--- src/rtl/ethernet_timebase_if.sv ---
// Ethernet timebase signal bundle: speed handshake, PHY reset request, tick,
// reference clock and PHY status. slave = timebase side, master = consumer side.
interface ethernet_timebase_if;
    logic speed_i;
    logic phy_reset_req_i;
    logic speed_o;
    logic speed_ack_o;
    logic tick_o;
    logic refclk_o;
    logic phy_rst_n_o;
    logic phy_ready_o;

    modport slave (
        input  speed_i,
        input  phy_reset_req_i,
        output speed_o,
        output speed_ack_o,
        output tick_o,
        output refclk_o,
        output phy_rst_n_o,
        output phy_ready_o
    );

    modport master (
        output speed_i,
        output phy_reset_req_i,
        input  speed_o,
        input  speed_ack_o,
        input  tick_o,
        input  refclk_o,
        input  phy_rst_n_o,
        input  phy_ready_o
    );
endinterface

--- src/rtl/ethernet_timebase.sv ---
// Ethernet timebase: RMII reference clock divider, 10/100 shift tick with
// glitch-free speed switching, and PHY hard-reset sequencer.
module ethernet_timebase #(
    parameter int unsigned SYS_CLOCK_FREQ = 100_000_000,
    parameter int unsigned REFCLK_FREQ    = 50_000_000,
    parameter int unsigned PHY_RESET_US   = 10,
    parameter int unsigned PHY_SETTLE_US  = 5
) (
    input  logic               clk_i,
    input  logic               rst_i,
    ethernet_timebase_if.slave bus
);
    localparam int unsigned Div       = SYS_CLOCK_FREQ / REFCLK_FREQ;
    localparam int unsigned CycPerUs  = SYS_CLOCK_FREQ / 1_000_000;
    localparam int unsigned HoldCyc   = CycPerUs * PHY_RESET_US;
    localparam int unsigned SettleCyc = CycPerUs * PHY_SETTLE_US;
    localparam int unsigned DlyMax    = (HoldCyc > SettleCyc) ? HoldCyc : SettleCyc;
    localparam int unsigned RefW      = (Div > 2) ? $clog2(Div) : 1;
    localparam int unsigned DlyW      = (DlyMax > 2) ? $clog2(DlyMax) : 1;

    localparam logic [RefW-1:0] RefLast    = RefW'(Div - 1);
    localparam logic [RefW-1:0] RefHalf    = RefW'(Div / 2);
    localparam logic [DlyW-1:0] HoldLast   = DlyW'(HoldCyc - 1);
    localparam logic [DlyW-1:0] SettleLast = DlyW'(SettleCyc - 1);

    if (Div < 2 || (Div % 2) != 0 || Div * REFCLK_FREQ != SYS_CLOCK_FREQ) begin : g_bad_div
        $error("ethernet_timebase: SYS_CLOCK_FREQ/REFCLK_FREQ must be an even integer >= 2");
    end
    if (HoldCyc == 0 || SettleCyc == 0) begin : g_bad_delay
        $error("ethernet_timebase: PHY hold and settle times must be at least one cycle");
    end

    typedef enum logic [1:0] {StHold, StSettle, StReady} state_e;

    state_e          state_q;
    logic [DlyW-1:0] dly_q;
    logic [RefW-1:0] ref_cnt_q;
    logic [RefW-1:0] ref_cnt_d;
    logic [3:0]      dec_cnt_q;
    logic            period_end;
    logic            decade_end;
    logic            refclk_q;
    logic            speed_q;
    logic            speed_ack_q;
    logic            tick_q;
    logic            phy_rst_n_q;
    logic            phy_ready_q;

    // Period / decade boundary decode and next divider count.
    always_comb begin
        period_end = (ref_cnt_q == RefLast);
        decade_end = period_end && (dec_cnt_q == 4'd9);
        ref_cnt_d  = period_end ? '0 : ref_cnt_q + RefW'(1);
    end

    // Free-running divider; runs in every FSM state so the PHY sees refclk in reset.
    always_ff @(posedge clk_i) begin
        if (rst_i) begin
            ref_cnt_q <= '0;
            dec_cnt_q <= '0;
            refclk_q  <= 1'b0;
        end else begin
            ref_cnt_q <= ref_cnt_d;
            // Decoded from the next count so refclk_o is aligned with ref_cnt.
            refclk_q  <= (ref_cnt_d >= RefHalf);
            if (period_end) begin
                dec_cnt_q <= (dec_cnt_q == 4'd9) ? 4'd0 : dec_cnt_q + 4'd1;
            end
        end
    end

    // Speed is only switched on a decade boundary, so no tick interval is ever cut short.
    always_ff @(posedge clk_i) begin
        if (rst_i) begin
            speed_q     <= 1'b1;
            speed_ack_q <= 1'b0;
            tick_q      <= 1'b0;
        end else begin
            speed_ack_q <= decade_end && (bus.speed_i != speed_q);
            if (decade_end) begin
                speed_q <= bus.speed_i;
            end
            // Old speed decides this boundary's tick; a pending reset request suppresses it.
            tick_q <= (state_q == StReady) && !bus.phy_reset_req_i &&
                      (speed_q ? period_end : decade_end);
        end
    end

    // PHY reset sequencer; outputs are set together with the state they belong to.
    always_ff @(posedge clk_i) begin
        if (rst_i) begin
            state_q     <= StHold;
            dly_q       <= '0;
            phy_rst_n_q <= 1'b0;
            phy_ready_q <= 1'b0;
        end else if (bus.phy_reset_req_i) begin
            state_q     <= StHold;
            dly_q       <= '0;
            phy_rst_n_q <= 1'b0;
            phy_ready_q <= 1'b0;
        end else begin
            unique case (state_q)
                StHold: begin
                    if (dly_q == HoldLast) begin
                        state_q     <= StSettle;
                        dly_q       <= '0;
                        phy_rst_n_q <= 1'b1;
                    end else begin
                        dly_q <= dly_q + DlyW'(1);
                    end
                end
                StSettle: begin
                    if (dly_q == SettleLast) begin
                        state_q     <= StReady;
                        dly_q       <= '0;
                        phy_ready_q <= 1'b1;
                    end else begin
                        dly_q <= dly_q + DlyW'(1);
                    end
                end
                StReady: begin
                    dly_q <= '0;
                end
                default: begin
                    state_q     <= StHold;
                    dly_q       <= '0;
                    phy_rst_n_q <= 1'b0;
                    phy_ready_q <= 1'b0;
                end
            endcase
        end
    end

    assign bus.refclk_o    = refclk_q;
    assign bus.speed_o     = speed_q;
    assign bus.speed_ack_o = speed_ack_q;
    assign bus.tick_o      = tick_q;
    assign bus.phy_rst_n_o = phy_rst_n_q;
    assign bus.phy_ready_o = phy_ready_q;
endmodule

--- src/flat_wrapper.sv ---
// flat-port wrapper written by rule: the top's interface ports become plain ports
module ethernet_timebase_flat 
#(
    parameter int unsigned SYS_CLOCK_FREQ = 100_000_000,
    parameter int unsigned REFCLK_FREQ    = 50_000_000,
    parameter int unsigned PHY_RESET_US   = 10,
    parameter int unsigned PHY_SETTLE_US  = 5
)
  (clk_i, rst_i, bus_speed_i, bus_phy_reset_req_i, bus_speed_o, bus_speed_ack_o, bus_tick_o, bus_refclk_o, bus_phy_rst_n_o, bus_phy_ready_o);
  ethernet_timebase_if bus_i ();
  input  logic clk_i;
  input  logic rst_i;
  input wire logic [$bits(bus_i.speed_i)-1:0] bus_speed_i;
  input wire logic [$bits(bus_i.phy_reset_req_i)-1:0] bus_phy_reset_req_i;
  output wire logic [$bits(bus_i.speed_o)-1:0] bus_speed_o;
  output wire logic [$bits(bus_i.speed_ack_o)-1:0] bus_speed_ack_o;
  output wire logic [$bits(bus_i.tick_o)-1:0] bus_tick_o;
  output wire logic [$bits(bus_i.refclk_o)-1:0] bus_refclk_o;
  output wire logic [$bits(bus_i.phy_rst_n_o)-1:0] bus_phy_rst_n_o;
  output wire logic [$bits(bus_i.phy_ready_o)-1:0] bus_phy_ready_o;
  assign bus_i.speed_i = bus_speed_i;
  assign bus_i.phy_reset_req_i = bus_phy_reset_req_i;
  assign bus_speed_o = bus_i.speed_o;
  assign bus_speed_ack_o = bus_i.speed_ack_o;
  assign bus_tick_o = bus_i.tick_o;
  assign bus_refclk_o = bus_i.refclk_o;
  assign bus_phy_rst_n_o = bus_i.phy_rst_n_o;
  assign bus_phy_ready_o = bus_i.phy_ready_o;
  ethernet_timebase #(.SYS_CLOCK_FREQ(SYS_CLOCK_FREQ), .REFCLK_FREQ(REFCLK_FREQ), .PHY_RESET_US(PHY_RESET_US), .PHY_SETTLE_US(PHY_SETTLE_US)) u_core (.clk_i(clk_i), .rst_i(rst_i), .bus(bus_i));
endmodule
--- config.mk ---
export PLATFORM = sky130hd
export DESIGN_NAME = ethernet_timebase_flat
export DESIGN_NICKNAME = d
export VERILOG_FILES = /design/src/rtl/ethernet_timebase_if.sv /design/src/rtl/ethernet_timebase.sv /design/src/flat_wrapper.sv
export SDC_FILE = /design/constraint.sdc
export NUM_CORES = 1
export LEC_CHECK = 0
export ABC_AREA = 1
export ABC_CLOCK_PERIOD_IN_PS = 1300
export CORE_ASPECT_RATIO = 0.7
export CORE_MARGIN = 3
export CORE_UTILIZATION = 49
export DETAILED_ROUTE_END_ITERATION = 7
export GPL_ROUTABILITY_DRIVEN = 0
export HOLD_SLACK_MARGIN = 0.08
export PLACE_DENSITY = 0.73
export SYNTH_ARGS = -nofsm -noshare
export SYNTH_HDL_FRONTEND = slang
export SYNTH_SLANG_ARGS = --single-unit
--- constraint.sdc ---
create_clock -name clk_i -period 1.3 [get_ports clk_i]
set_clock_uncertainty 0.05 [all_clocks]
set_input_delay 0.26 -clock clk_i [delete_from_list [all_inputs] [get_ports clk_i]]
set_output_delay 0.26 -clock clk_i [all_outputs]
set_load 0.005 [all_outputs]
* After elaboration in Yosys (flattened, before gate mapping)
Cells that the tools add are included.
** Cells by class
- $add $sub $neg :: 3
- $lt $le $gt $ge :: 1
- Equal/unequal tests :: 8
- Muxes and demuxes :: 13
- Bitwise operators :: 3
- Reductions and logical operators :: 12
** Operator list (number)
- 10-bit 2-to-1 mux :: 2
- 10-bit case mux with 2 select lines :: 1
- 10-bit by 1-bit adder with 10-bit output (second input constant) :: 1
- 10-bit == test (second input constant) :: 1
- 10-bit by 9-bit == test with 1-bit output (second input constant) :: 1
- 2-bit case mux with 3 select lines :: 1
- 2-bit OR reduction :: 3
- 4-bit by 1-bit adder with 4-bit output (second input constant) :: 1
- 4-bit == test (second input constant) :: 1
- 1-bit logical AND :: 4
- 1-bit 2-to-1 mux :: 4
- 2-bit 2-to-1 mux :: 2
- 4-bit 2-to-1 mux :: 1
- 2-bit by 1-bit inequality test with 1-bit output (second input constant) :: 2
- 1-bit case mux with 2 select lines :: 2
- 2-bit AND reduction :: 2
- 1-bit NOT :: 3
- 3-bit AND reduction :: 1
- 2-bit by 1-bit == test with 1-bit output (second input constant) :: 1
- 2-bit == test (second input constant) :: 1
- 2-bit logical NOT :: 1
- 1-bit adder (second input constant) :: 1
- 1-bit greater-or-equal comparator (second input constant) :: 1
- 1-bit logical NOT :: 1
- 1-bit inequality test :: 1
** Storage, ports and cells
- Register bits :: 23
- Output and inout bits :: 6
- Word-level logic and storage cells :: 50

* Depth between registers and ports, before layout
Gate-level depths: netlist of the first run.
- Depth in word-level cells :: 4
- Depth in mapped cells :: 9

* Least setup slack after synthesis of the first run
Ideal clock, no wire load.
- Path type :: register to register
- From :: reg u_core.dly_q[0]
- To :: reg u_core.dly_q[8]
- Setup time :: 0.116 ns
- Arrival time :: 1.097 ns
- Required time :: 1.134 ns
- Slack :: 0.037 ns
- Stages on the path, launching flop included :: 9
- Clock period less this slack :: 1.263 ns
- Cells stage by stage :: dfxtp_1 ha_1 nand2_1 inv_2 nand2_2 nor2_1 nand2_1 xor2_1 nor2_1
** On the way
- Word-level cells in the longest chain between the ends :: 3
- Elaborated cells between the ends (all ways) :: 6
- Classes of those cells :: 1 x add/sub; 2 x eq/ne; 3 x mux
** Ends and longest elaborated chain
- start, declared :: line ethernet_timebase.sv:36 : logic [DlyW-1:0] dly_q;
- start signal, assigned :: line ethernet_timebase.sv:109 : dly_q <= dly_q + DlyW'(1);
- start signal, assigned :: line ethernet_timebase.sv:118 : dly_q <= dly_q + DlyW'(1);
- 10-bit by 1-bit adder with 10-bit output (tied with other cells) :: line ethernet_timebase.sv:109, ethernet_timebase.sv:118
- 10-bit 2-to-1 mux (on tied branches) :: line ethernet_timebase.sv:113, ethernet_timebase.sv:104
- 10-bit case mux with 2 select lines * :: line ethernet_timebase.sv:102 : unique case (state_q)
Every way passes the cells marked *; elsewhere a longest branch is shown, timed or not.
A chain may end at the register's enable or synchronous reset.

* Worst setup path after layout of the first run
- From :: reg u_core.dly_q[1]
- To :: reg u_core.dly_q[8]
The elaborated chain is that of the path after synthesis.

==> results of run 1 <==
per-stage QoR:
stage	std cells	cell area, um^2
after floorplan	134	1010
after global placement	175	1200
after detailed placement	175	1200
after CTS	183	1300
after global routing	183	1410
final	183	1410
timing repair:
action,4_1_cts,5_1_grt
pin swaps,2,15
gates resized for setup,20,33
gates cloned,1,0
endpoints found under the setup margin,18,16
setup buffers,3,1
kinds of logic (layout without fill, tap and decap cells):
logic type                 Yosys count  after routing  share of synthesized area
AOI/OAI and AO/OA                   13             13                     0.0718
DFF                                 22             22                      0.436
buffers and inverters               22             48                     0.0817
and+or+nand+nor                     68             69                      0.318
xor gates and xnor gates             5              5                     0.0433
adders and majority gates            4              4                     0.0495
synthesized netlist by cell type:
library cell / instances / area (um^2)
o21ai_0: 4 / 20.0
nor4_1: 2 / 12.5
a21oi_2: 1 / 8.76
o21a_1: 1 / 7.51
inv_2: 1 / 3.75
nand2_2: 3 / 18.8
nand2_1: 19 / 71.3
a21oi_1: 6 / 30.0
nand3_1: 4 / 20.0
nand3_2: 1 / 10.0
nor3_1: 2 / 10.0
a31oi_1: 1 / 6.26
nor2_2: 2 / 12.5
nand2_4: 1 / 11.3
ha_1: 4 / 50.1
nor2_1: 29 / 109
xnor2_1: 1 / 8.76
inv_1: 21 / 78.8
nand4_1: 1 / 6.26
nor3_2: 4 / 40.0
xor2_1: 4 / 35.0
dfxtp_1: 22 / 440
worst max-delay path: stages, from the launching register on:
cell     delay, ns
dfxtp_4       0.39
ha_4          0.16
nand2_4       0.06
inv_2         0.07
nand2_2       0.07
nor2_4        0.12
nand2_1       0.08
xor2_1        0.15
nor2_1        0.11
metal layers:
metal | vias to the layer above | share of wire
met1 | 428 | 0.44
met3 | 4 | 0.038
met4 | 0 | 0.0025
li1 | 480 | -
met5 | - | 0
met2 | 21 | 0.52
cell type report:
cell class | count | area, um^2
sequential | 22 | 459
inverter | 22 | 85.1
multi-input combinational | 91 | 616
timing repair buffer | 22 | 188
clock buffer | 4 | 36.3
fill | 129 | 492
tap | 22 | 27.5
worst max path at each step:
stage | cells past startpoint | endpoint | startpoint | slack (ns)
floorplan | 8 | u_core.dly_q[8] | u_core.dly_q[0] | 0.04
global placement | 6 | u_core.dly_q[3] | rst_i | -0.11
detailed placement | 6 | u_core.dly_q[3] | rst_i | -0.14
CTS | 8 | u_core.dly_q[0] | u_core.dly_q[0] | -0.007
global route | 7 | u_core.dly_q[9] | u_core.dly_q[0] | -0.06
finish | 8 | u_core.dly_q[8] | u_core.dly_q[1] | -0.007
registers in the layout, summed over array words and instances, names as in the netlist:
signal / count
u_core.state_q: 2
u_core.dec_cnt_q: 4
u_core.bus.speed_ack_o: 1
u_core.bus.refclk_o: 1
u_core.dly_q: 10
u_core.bus.tick_o: 1
u_core.bus.phy_ready_o: 1
u_core.bus.phy_rst_n_o: 1
u_core.bus.speed_o: 1
where the power goes:
group,leakage [nW],internal (W),switching [W]
logic,0.398,0.0000367,0.0000383
registers,0.183,0.000681,0.00000793
clock network,0.0210,0.000171,0.000216
total,0.602,0.000889,0.000262
==> results.tsv, run 1 <==
stage	metric	value	unit
finish	Nets	170	
worst_setup_path	WS Path Type	register to register	
timing	f_max	0.765	GHz
worst_setup_path	Data arrival, critical path	1.52	ns
clocking	Skew-Pair Late Insertion Delay	0.31	ns
clocking	CTS tree	built	
timing	Worst Tran Pin Value	0.292	ns
status	violated checks	setup timing	
detailed_routing	vias per cell	5.10	
timing	fin crit share	1.01	
timing	Setup Total Neg Slack	-0.00721	ns
global_routing	largest net degree at the start of global routing	13	
detailed_routing	antenna-violating nets left	0	
place	port bufs	9	
worst_setup_path	CP Launch Type	register	
finish	most common cell after layout, fill and taps aside	nor2_1	
clocking	TritonCTS Sinks	22	
floorplanning	Initial Util	0.531	
timing	RSZ-0062 raised after global routing	yes	
worst_setup_path	R2R Path End	u_core.dly_q[8]	
detailed_routing	Routed wire per std cell	13.2	um
floorplanning	die height	44.0	um
detailed_routing	total number of vias	933	
clocking	Root Buffer	clkbuf_4	
detailed_routing	drt pass-1 iters	4	
power	pwr dens	815	mW/mm^2
synth	count of different cell masters after synthesis	22	
global_routing	grt met2 use	0.295	
global_routing	met1 GRT Util	0.257	
worst_setup_path	R2R setup slack	-0.007	ns
place	post-DP HPWL	1480	um
timing	Hold Slack	0.412	ns
clocking	Post-CTS Hold Fix Bufs	0	
timing	Rel. slew slack	0.804	
global_routing	grt met3 use	0.0536	
worst_setup_path	Critical Path RT	1.51	ns
timing	# setup viols final	1	
timing	final slew viol count	0	
finish	n_diodes	0	
timing	Hold Vio Cnt, Final	0	
global_routing	number of global-route vias before repair	870	
place	Place WS	-0.145	ns
global_routing	GR peak layer	met2	
detailed_routing	final wirelength	2410	um
timing	setup ws final	-0.00721	ns
min_path	min-delay src	u_core.bus.phy_ready_o	
worst_setup_path	RR Startpoint	u_core.dly_q[1]	
synth	flops & latches, synth	22	
finish	most frequent cells in the layout	24 x nor2_1, 17 x inv_1, 13 x nand2_1	
status	status	complete, but fails checks	
synth	syn_nets	142	
detailed_routing	drt drc	0	
power	Leakage Power	0.602	nW
finish	layout cells sized above 1	0.379	
finish	Synth-to-Final Area Change	39.6	%
job	Max Cap Viol	0	
floorplanning	row count	13	
worst_setup_path	Worst Path Max Fanout	3	
clocking	H-tree Lvls	1	
global_routing	first-pass GRT wire length	3770	um
synth	syn_area_per_cell	7.54	um^2
synth	Ys Warns	0	
synth	Post-Synthesis Cell Area	0.00101	mm^2
global_routing	gr usage total	0.188	
floorplanning	Die X	60.3	um
synth	sequential area share after synthesis	0.436	
min_path	worst hold stages	2	
timing	Final min period	1.31	ns
synth	Mapped Cells	134	
clocking	CTS Buffer Depth	2	
min_path	hold crit path type	register to register	
global_routing	grt ovf	0	
floorplanning	Core Region	0.00190	mm^2
worst_setup_path	R2R cell count	8	
finish	Final Core Density	0.742	
power	Design Power	0.00115	W
min_path	hold path endpoint	u_core.bus.phy_ready_o	
detailed_routing	drt first-iter violations	22	
clocking	CTS Buf Count	3	
clocking	clock-pin transition on the worst setup and hold timing paths	0.13	ns
power	maximum vdd ir drop	0.613	mV
global_routing	initial antenna violation count	0	
floorplanning	I/O pin cnt	10	
floorplanning	Die Area	0.00265	mm^2
worst_setup_path	crit path capture type	register	
Note: power is estimated with default switching activity, not from simulation.
==> run 2, diff against run 1 <==
GPL_TIMING_DRIVEN = 0   (was not set)
PLACE_DENSITY = not set   (was 0.73)
PLACE_DENSITY_LB_ADDON = 0.1   (was not set)
==> run 2 against run 1 <==
  * The run still ends with setup timing left
  * Critical endpoint is now u_core.dly_q[3]
  * Clock power shrank 4%
  * Fmax shrank 3.8%
  * Sequential share of layout area up 2.0 points
  * Sequential power is essentially flat
  * Die area unchanged
  * Largest power group unchanged
  * Sequential cell count unchanged
  * Via count shrank 9.8%
  * Clock-buffer cell count unchanged
  * Global-route usage fell by 2.1 points
  * Combinational power is 8.8% lower
==> results.tsv, run 2 (synthesis results as in run 1) <==
stage	metric	value	unit	change
status	violated checks	setup timing		
finish	Register Area	450	um^2	-1.9%
clocking	CTS Buf Count	3		unchanged
clocking	Post-CTS Hold Fix Bufs	0		unchanged
worst_setup_path	Data arrival, critical path	1.55	ns	+0.03 ns
timing	# setup viols final	8		+7
finish	Largest regs	u_core.dly_q x10, u_core.dec_cnt_q x4, u_core.state_q x2		
worst_setup_path	cells along the critical path	inv_1 > ha_1 > inv_1 > a21oi_4 > nand2_4 > nor3_4		
detailed_routing	antenna-violating nets left	0		unchanged
power	Design Power	0.00113	W	-1.6%
floorplanning	Core Region	0.00190	mm^2	unchanged
timing	Final min period	1.36	ns	+0.0519 ns
finish	most frequent cells in the layout	26 x nor2_1, 20 x inv_1, 16 x dfxtp_1		
finish	n_diodes	0		unchanged
floorplanning	I/O pin cnt	10		unchanged
global_routing	gr usage total	0.167		-0.0210
power	Leakage Power	0.525	nW	-13%
worst_setup_path	R2R cell count	6		-2
clocking	H-tree Lvls	1		unchanged
place	post-DP HPWL	1390	um	-6.2%
timing	final slew viol count	0		unchanged
worst_setup_path	Critical Path RT	1.49	ns	-0.02 ns
timing	RSZ-0062 raised after global routing	yes		
finish	multi-input logic area	588	um^2	-4.5%
power	pwr dens	868	mW/mm^2	+6.5%
clocking	Skew-Pair Late Insertion Delay	0.31	ns	about the same
worst_setup_path	Slowest-stage cell, CP	dfxtp_1		
global_routing	number of global-route vias before repair	764		-12%
worst_setup_path	crit-path most repeated cell	inv_1		
status	status	complete, but fails checks		
timing	fin crit share	1.05		+0.0400
clocking	CTS tree	built		
finish	layout cells sized above 1	0.281		-0.0978
power	maximum vdd ir drop	0.918	mV	+50%
place	Place WS	-0.414	ns	-0.269 ns
worst_setup_path	WS Path Type	register to register		
detailed_routing	Routed wire per std cell	11.2	um	-15%
detailed_routing	drt first-iter violations	17		-23%
finish	max FFs per register	10		unchanged
timing	Worst Tran Pin Value	0.233	ns	-0.0591 ns
clocking	CTS Buffer Depth	2		unchanged
place	port bufs	9		unchanged
detailed_routing	total number of vias	842		-9.8%
finish	fill count	151		+17%
detailed_routing	drt pass-1 iters	6		+2
clocking	Root Buffer	clkbuf_4		
job	Max Cap Viol	0		unchanged
global_routing	largest net degree at the start of global routing	13		unchanged
finish	most common cell after layout, fill and taps aside	nor2_1		
worst_setup_path	Worst Path Max Fanout	5		+2
floorplanning	die height	44.0	um	unchanged
floorplanning	row count	13		unchanged
detailed_routing	drt drc	0		unchanged
floorplanning	Die Area	0.00265	mm^2	unchanged
timing	f_max	0.736	GHz	-3.8%
detailed_routing	final wirelength	1960	um	-19%
floorplanning	Initial Util	0.531		unchanged
detailed_routing	vias per cell	4.81		-5.6%
worst_setup_path	CP Launch Type	register		
finish	largest reg by FF count	u_core.dly_q		
finish	Cell Count, Final, Fillers Out	175		-4.4%
timing	setup ws final	-0.0592	ns	-0.0519 ns
timing	Rel. slew slack	0.843		+0.0398
floorplanning	Die X	60.3	um	unchanged
finish	Nets	162		-4.7%
worst_setup_path	slowest cell delay on critical path	0.35	ns	-0.04 ns
finish	Synth-to-Final Area Change	29.0	%	
worst_setup_path	crit path capture type	register		
global_routing	grt ovf	0		unchanged
min_path	worst hold stages	2		unchanged
global_routing	first-pass GRT wire length	3240	um	-14%
global_routing	initial antenna violation count	0		unchanged
clocking	clock-pin transition on the worst setup and hold timing paths	0.12	ns	about the same
min_path	hold crit path type	input pin to register		
timing	Hold Vio Cnt, Final	0		unchanged
finish	Final Core Density	0.685		-0.0565
place	dpl cells	165		-5.7%
clocking	TritonCTS Sinks	22		unchanged
[run 2: changes by cell type in the layout (fill, tap and decap cells not counted), sizes merged]
cell / change
buf: -8
clkdlybuf4s50: -1
dlygate4sd2: +1
[run 2: what timing repair did]
| item | in CTS | in global routing |
|---|---|---|
| gates cloned | 1 | 0 |
| gates resized for setup | 26 | 10 |
| setup buffers | 2 | 3 |
| setup endpoints to repair | 20 | 15 |
| pin swaps | 2 | 11 |
[run 2: area by class of cell]
cell class | count | share of cell area
sequential | 22 | 0.345
inverter | 22 | 0.0633
tap | 22 | 0.0211
multi-input combinational | 91 | 0.451
clock buffer | 4 | 0.0278
timing repair buffer | 14 | 0.0912
[run 2: path summary, 6_finish.rpt]
path	startpoint	end	slack [ns]
hold reg to reg	u_core.bus.phy_rst_n_o	u_core.bus.phy_rst_n_o	0.42
setup / recovery	u_core.state_q[1]	u_core.dly_q[3]	-0.06
setup reg to reg	u_core.state_q[1]	u_core.dly_q[3]	-0.06
hold / removal	rst_i	u_core.bus.refclk_o	0.32
[run 2: worst max-delay path, delay by kind of cell, from the launching register on]
family | cells | cell delay, ns
AO/OA/AOI/OAI | 1 | 0.22
flip-flops | 1 | 0.35
buffers and inverters | 2 | 0.21
adder cells (fa/ha/maj) | 1 | 0.22
AND/OR/NAND/NOR | 2 | 0.24
[run 2: per-stage QoR]
| step | cell area [um^2] | hold WS [ns] | setup TNS [ns] |
|---|---|---|---|
| floorplan | 1010 | 0.277 | 0 |
| global placement | 1130 | 0.386 | -3.95 |
| detailed placement | 1130 | 0.399 | -4.27 |
| CTS | 1240 | 0.295 | -0.0299 |
| global route | 1300 | 0.312 | -0.850 |
| finish | 1300 | 0.321 | -0.197 |
[run 2: where the power goes]
part,internal [W],switching [W]
sequential,0.000683,0.00000770
combinational,0.0000308,0.0000377
clock,0.000171,0.000201
total,0.000885,0.000247
[run 2: metal layers]
metal	global-route usage	part of all wire	routed length, um
met1	0.218	0.51	995
met4	0.0531	0	0
met2	0.254	0.46	895
met5	0	0	0
met3	0.0625	0.037	72
==> run 3, diff against run 2 <==
ABC_AREA = 0   (was 1)
CORE_UTILIZATION = 48   (was 49)
==> run 3 against run 2 <==
  * Register-to-register slack got worse by 0.23 ns
  * Critical path type unchanged
  * Routed wire length rose by 12%
  * Critical endpoint is now u_core.state_q[1]
  * Design area fell by 4.8%
  * Non-clock buffer count rose by 3
  * The run still ends with setup timing left
  * Highest routed layer is now met4
  * Largest power group unchanged
  * Global-route usage rose by 1.5 points
==> results.tsv, run 3 <==
stage	metric	value	unit	change
finish	final instance area	0.00124	mm^2	-4.8%
synth	Yosys top cell by area	dfxtp_1		
power	pwr dens	862	mW/mm^2	-0.71%
finish	Nets	130		-20%
place	Post-DP Area	0.00109	mm^2	-3.4%
worst_setup_path	Worst Path Max Fanout	4		-1
detailed_routing	Routed wire per std cell	15.6	um	+39%
clocking	clock-pin transition on the worst setup and hold timing paths	0.12	ns	about the same
finish	Register Area	463	um^2	+2.8%
status	status	complete, but fails checks		
finish	Largest regs	u_core.dly_q x10, u_core.dec_cnt_q x4, u_core.state_q x2		
detailed_routing	drt drc	0		unchanged
detailed_routing	drt pass-1 iters	4		-2
detailed_routing	vias per cell	5.63		+17%
floorplanning	Core Region	0.00173	mm^2	-9.3%
detailed_routing	drt first-iter violations	39		+22
synth	most common cell in the netlist	dfxtp_1		
worst_setup_path	crit path capture type	register		
finish	most frequent cells in the layout	14 x nor2_1, 12 x dfxtp_2, 8 x buf_4, 8 x dfxtp_1, 7 x xor2_1		
finish	n_diodes	0		unchanged
clocking	Root Buffer	clkbuf_4		
floorplanning	die height	43.3	um	-1.6%
place	port bufs	8		-1
synth	Area contributors post-synth	dfxtp_1 46%, xor2_1 6.4%, nor2_1 6.3%		
synth	flops & latches, synth	22		unchanged
finish	layout cells sized above 1	0.342		+0.0606
synth	Ys Warns	0		unchanged
global_routing	largest net degree at the start of global routing	12		-1
status	violated checks	setup timing		
timing	Hold Vio Cnt, Final	0		unchanged
timing	# setup viols final	16		+8
timing	setup ws final	-0.286	ns	-0.227 ns
detailed_routing	final wirelength	2210	um	+12%
clocking	H-tree Lvls	1		unchanged
synth	syn_area_per_cell	9.45	um^2	+25%
synth	syn_nets	109		-23%
detailed_routing	wl on met1	1040	um	+4.5%
timing	Setup Total Neg Slack	-3.16	ns	-2.97 ns
power	Design Power	0.00107	W	-5.5%
clocking	Skew-Pair Late Insertion Delay	0.31	ns	about the same
global_routing	initial antenna violation count	0		unchanged
synth	Post-Synthesis Cell Area	955	um^2	-5.6%
timing	Rel. slew slack	0.501		-0.342
clocking	TritonCTS Sinks	22		unchanged
clocking	CTS tree	built		
synth	Synth Flop Type	dfxtp_1		
detailed_routing	total number of vias	794		-5.7%
timing	fin crit share	1.22		+0.175
floorplanning	Die X	59.3	um	-1.6%
synth	count of different cell masters after synthesis	32		+45%
detailed_routing	uppermost routed layer	met4		
finish	largest reg by FF count	u_core.dly_q		
finish	most common cell after layout, fill and taps aside	nor2_1		
worst_setup_path	Critical Path RT	1.50	ns	about the same
power	Leakage Power	0.481	nW	-8.4%
worst_setup_path	WS Path Type	register to register		
power	maximum vdd ir drop	0.803	mV	-13%
finish	multi-input logic area	574	um^2	-2.3%
timing	f_max	0.630	GHz	-14%
timing	Worst Tran Pin Value	0.745	ns	+0.512 ns
finish	max FFs per register	10		unchanged
detailed_routing	wire length on met3	134	um	+86%
global_routing	gr usage total	0.182		+0.0149
worst_setup_path	Data arrival, critical path	1.79	ns	+0.24 ns
synth	Post-synth EDFFs	0		unchanged
place	post-DP HPWL	1270	um	-8.9%
synth	area share of the largest cell type after synthesis	0.461		+0.0257
floorplanning	row count	12		-1
min_path	hold crit path type	input pin to register		
worst_setup_path	R2R setup slack	-0.29	ns	-0.23 ns
synth	sequential area share after synthesis	0.461		+0.0257
floorplanning	Die Area	0.00257	mm^2	-3.2%
floorplanning	Initial Util	0.553		+0.0217
timing	final slew viol count	0		unchanged
floorplanning	I/O pin cnt	10		unchanged
timing	Final min period	1.59	ns	+0.227 ns
synth	Mapped Cells	101		-25%
job	Max Cap Viol	0		unchanged
synth	ys async rst share	0		unchanged
finish	Synth-to-Final Area Change	30.0	%	
global_routing	number of global-route vias before repair	732		-4.2%
detailed_routing	Met2 Wirelength	1000	um	+12%
detailed_routing	antenna-violating nets left	0		unchanged
synth	synth cell count leaders	22 x dfxtp_1, 16 x nor2_1, 7 x xor2_1, 5 x inv_1, 5 x nand2_1		
worst_setup_path	CP Launch Type	register		
timing	RSZ-0062 raised after global routing	yes		
finish	fill count	127		-16%
global_routing	first-pass GRT wire length	3430	um	+5.7%
clocking	CTS Buffer Depth	2		unchanged
global_routing	grt ovf	0		unchanged
clocking	CTS Buf Count	3		unchanged
[run 3: changes by cell type in the layout (fill, tap and decap cells not counted), sizes merged, moves of 4 or more]
cell / change
nand2: -19
a21oi: -4
nor2: -15
inv: -17
[run 3: kinds of logic (layout without fill, tap and decap cells)]
logic type                 count (synthesis)  in the layout  share of synthesized area
muxes                                      1              1                     0.0105
buffers and inverters                      7             25                     0.0275
xor gates and xnor gates                  11             11                      0.101
and+or+nand+nor                           43             43                      0.244
adders and majority gates                  4              4                     0.0524
AOI/OAI and AO/OA                         13             14                      0.104
DFF                                       22             22                      0.461
[run 3: critical path, cell delays in order, from the launching register on]
cell     delay, ns
dfxtp_2       0.39
nand4_2       0.16
o31a_1        0.36
buf_4         0.16
nor3_4        0.19
mux2i_1       0.21
[run 3: area by class of cell]
class	count	area share
Buffer	1	0.00302
Tap cell	21	0.0212
Inverter	5	0.0151
Clock buffer	3	0.0181
Timing Repair Buffer	16	0.107
Sequential cell	22	0.373
Multi-Input combinational cell	73	0.463
[run 3: power by group]
group,total [W],switching (W),internal [W]
Combinational,0.0000626,0.0000337,0.0000289
Sequential,0.000699,0.0000151,0.000684
Clock,0.000308,0.000200,0.000108
[run 3: layer usage]
| metal | vias up | track usage |
|---|---|---|
| met3 | 4 | 0.0699 |
| met1 | 365 | 0.244 |
| met5 | - | 0 |
| met2 | 32 | 0.268 |
| li1 | 393 | - |
| met4 | 0 | 0.0543 |
[run 3: worst paths after layout]
path / startpoint / to / cells past startpoint
worst max register to register: u_core.dly_q[8] / u_core.state_q[1] / 5
worst min register to register: u_core.dly_q[0] / u_core.dly_q[0] / 1
worst min-delay path: rst_i / u_core.bus.refclk_o / 2
worst max-delay path: u_core.dly_q[8] / u_core.state_q[1] / 5
[run 3: per-stage QoR]
step	hold WS, ns	setup WS (ns)	std cells	util
5_1_grt	0.239	-0.368	141	0.719
4_1_cts	0.228	-0.274	141	0.701
3_3_place_gp	0.375	-0.341	130	0.631
6_report	0.253	-0.286	141	0.719
2_1_floorplan	0.366	-0.169	101	-
3_5_place_dp	0.380	-0.355	130	0.631
[run 3: what timing repair did]
| action | in CTS | in global routing |
|---|---|---|
| setup endpoints to repair | 23 | 17 |
| setup buffers | 8 | 1 |
| hold buffers | 0 | 0 |
| gates resized for setup | 20 | 10 |
| gates cloned | 1 | 0 |
| pin swaps | 12 | 12 |
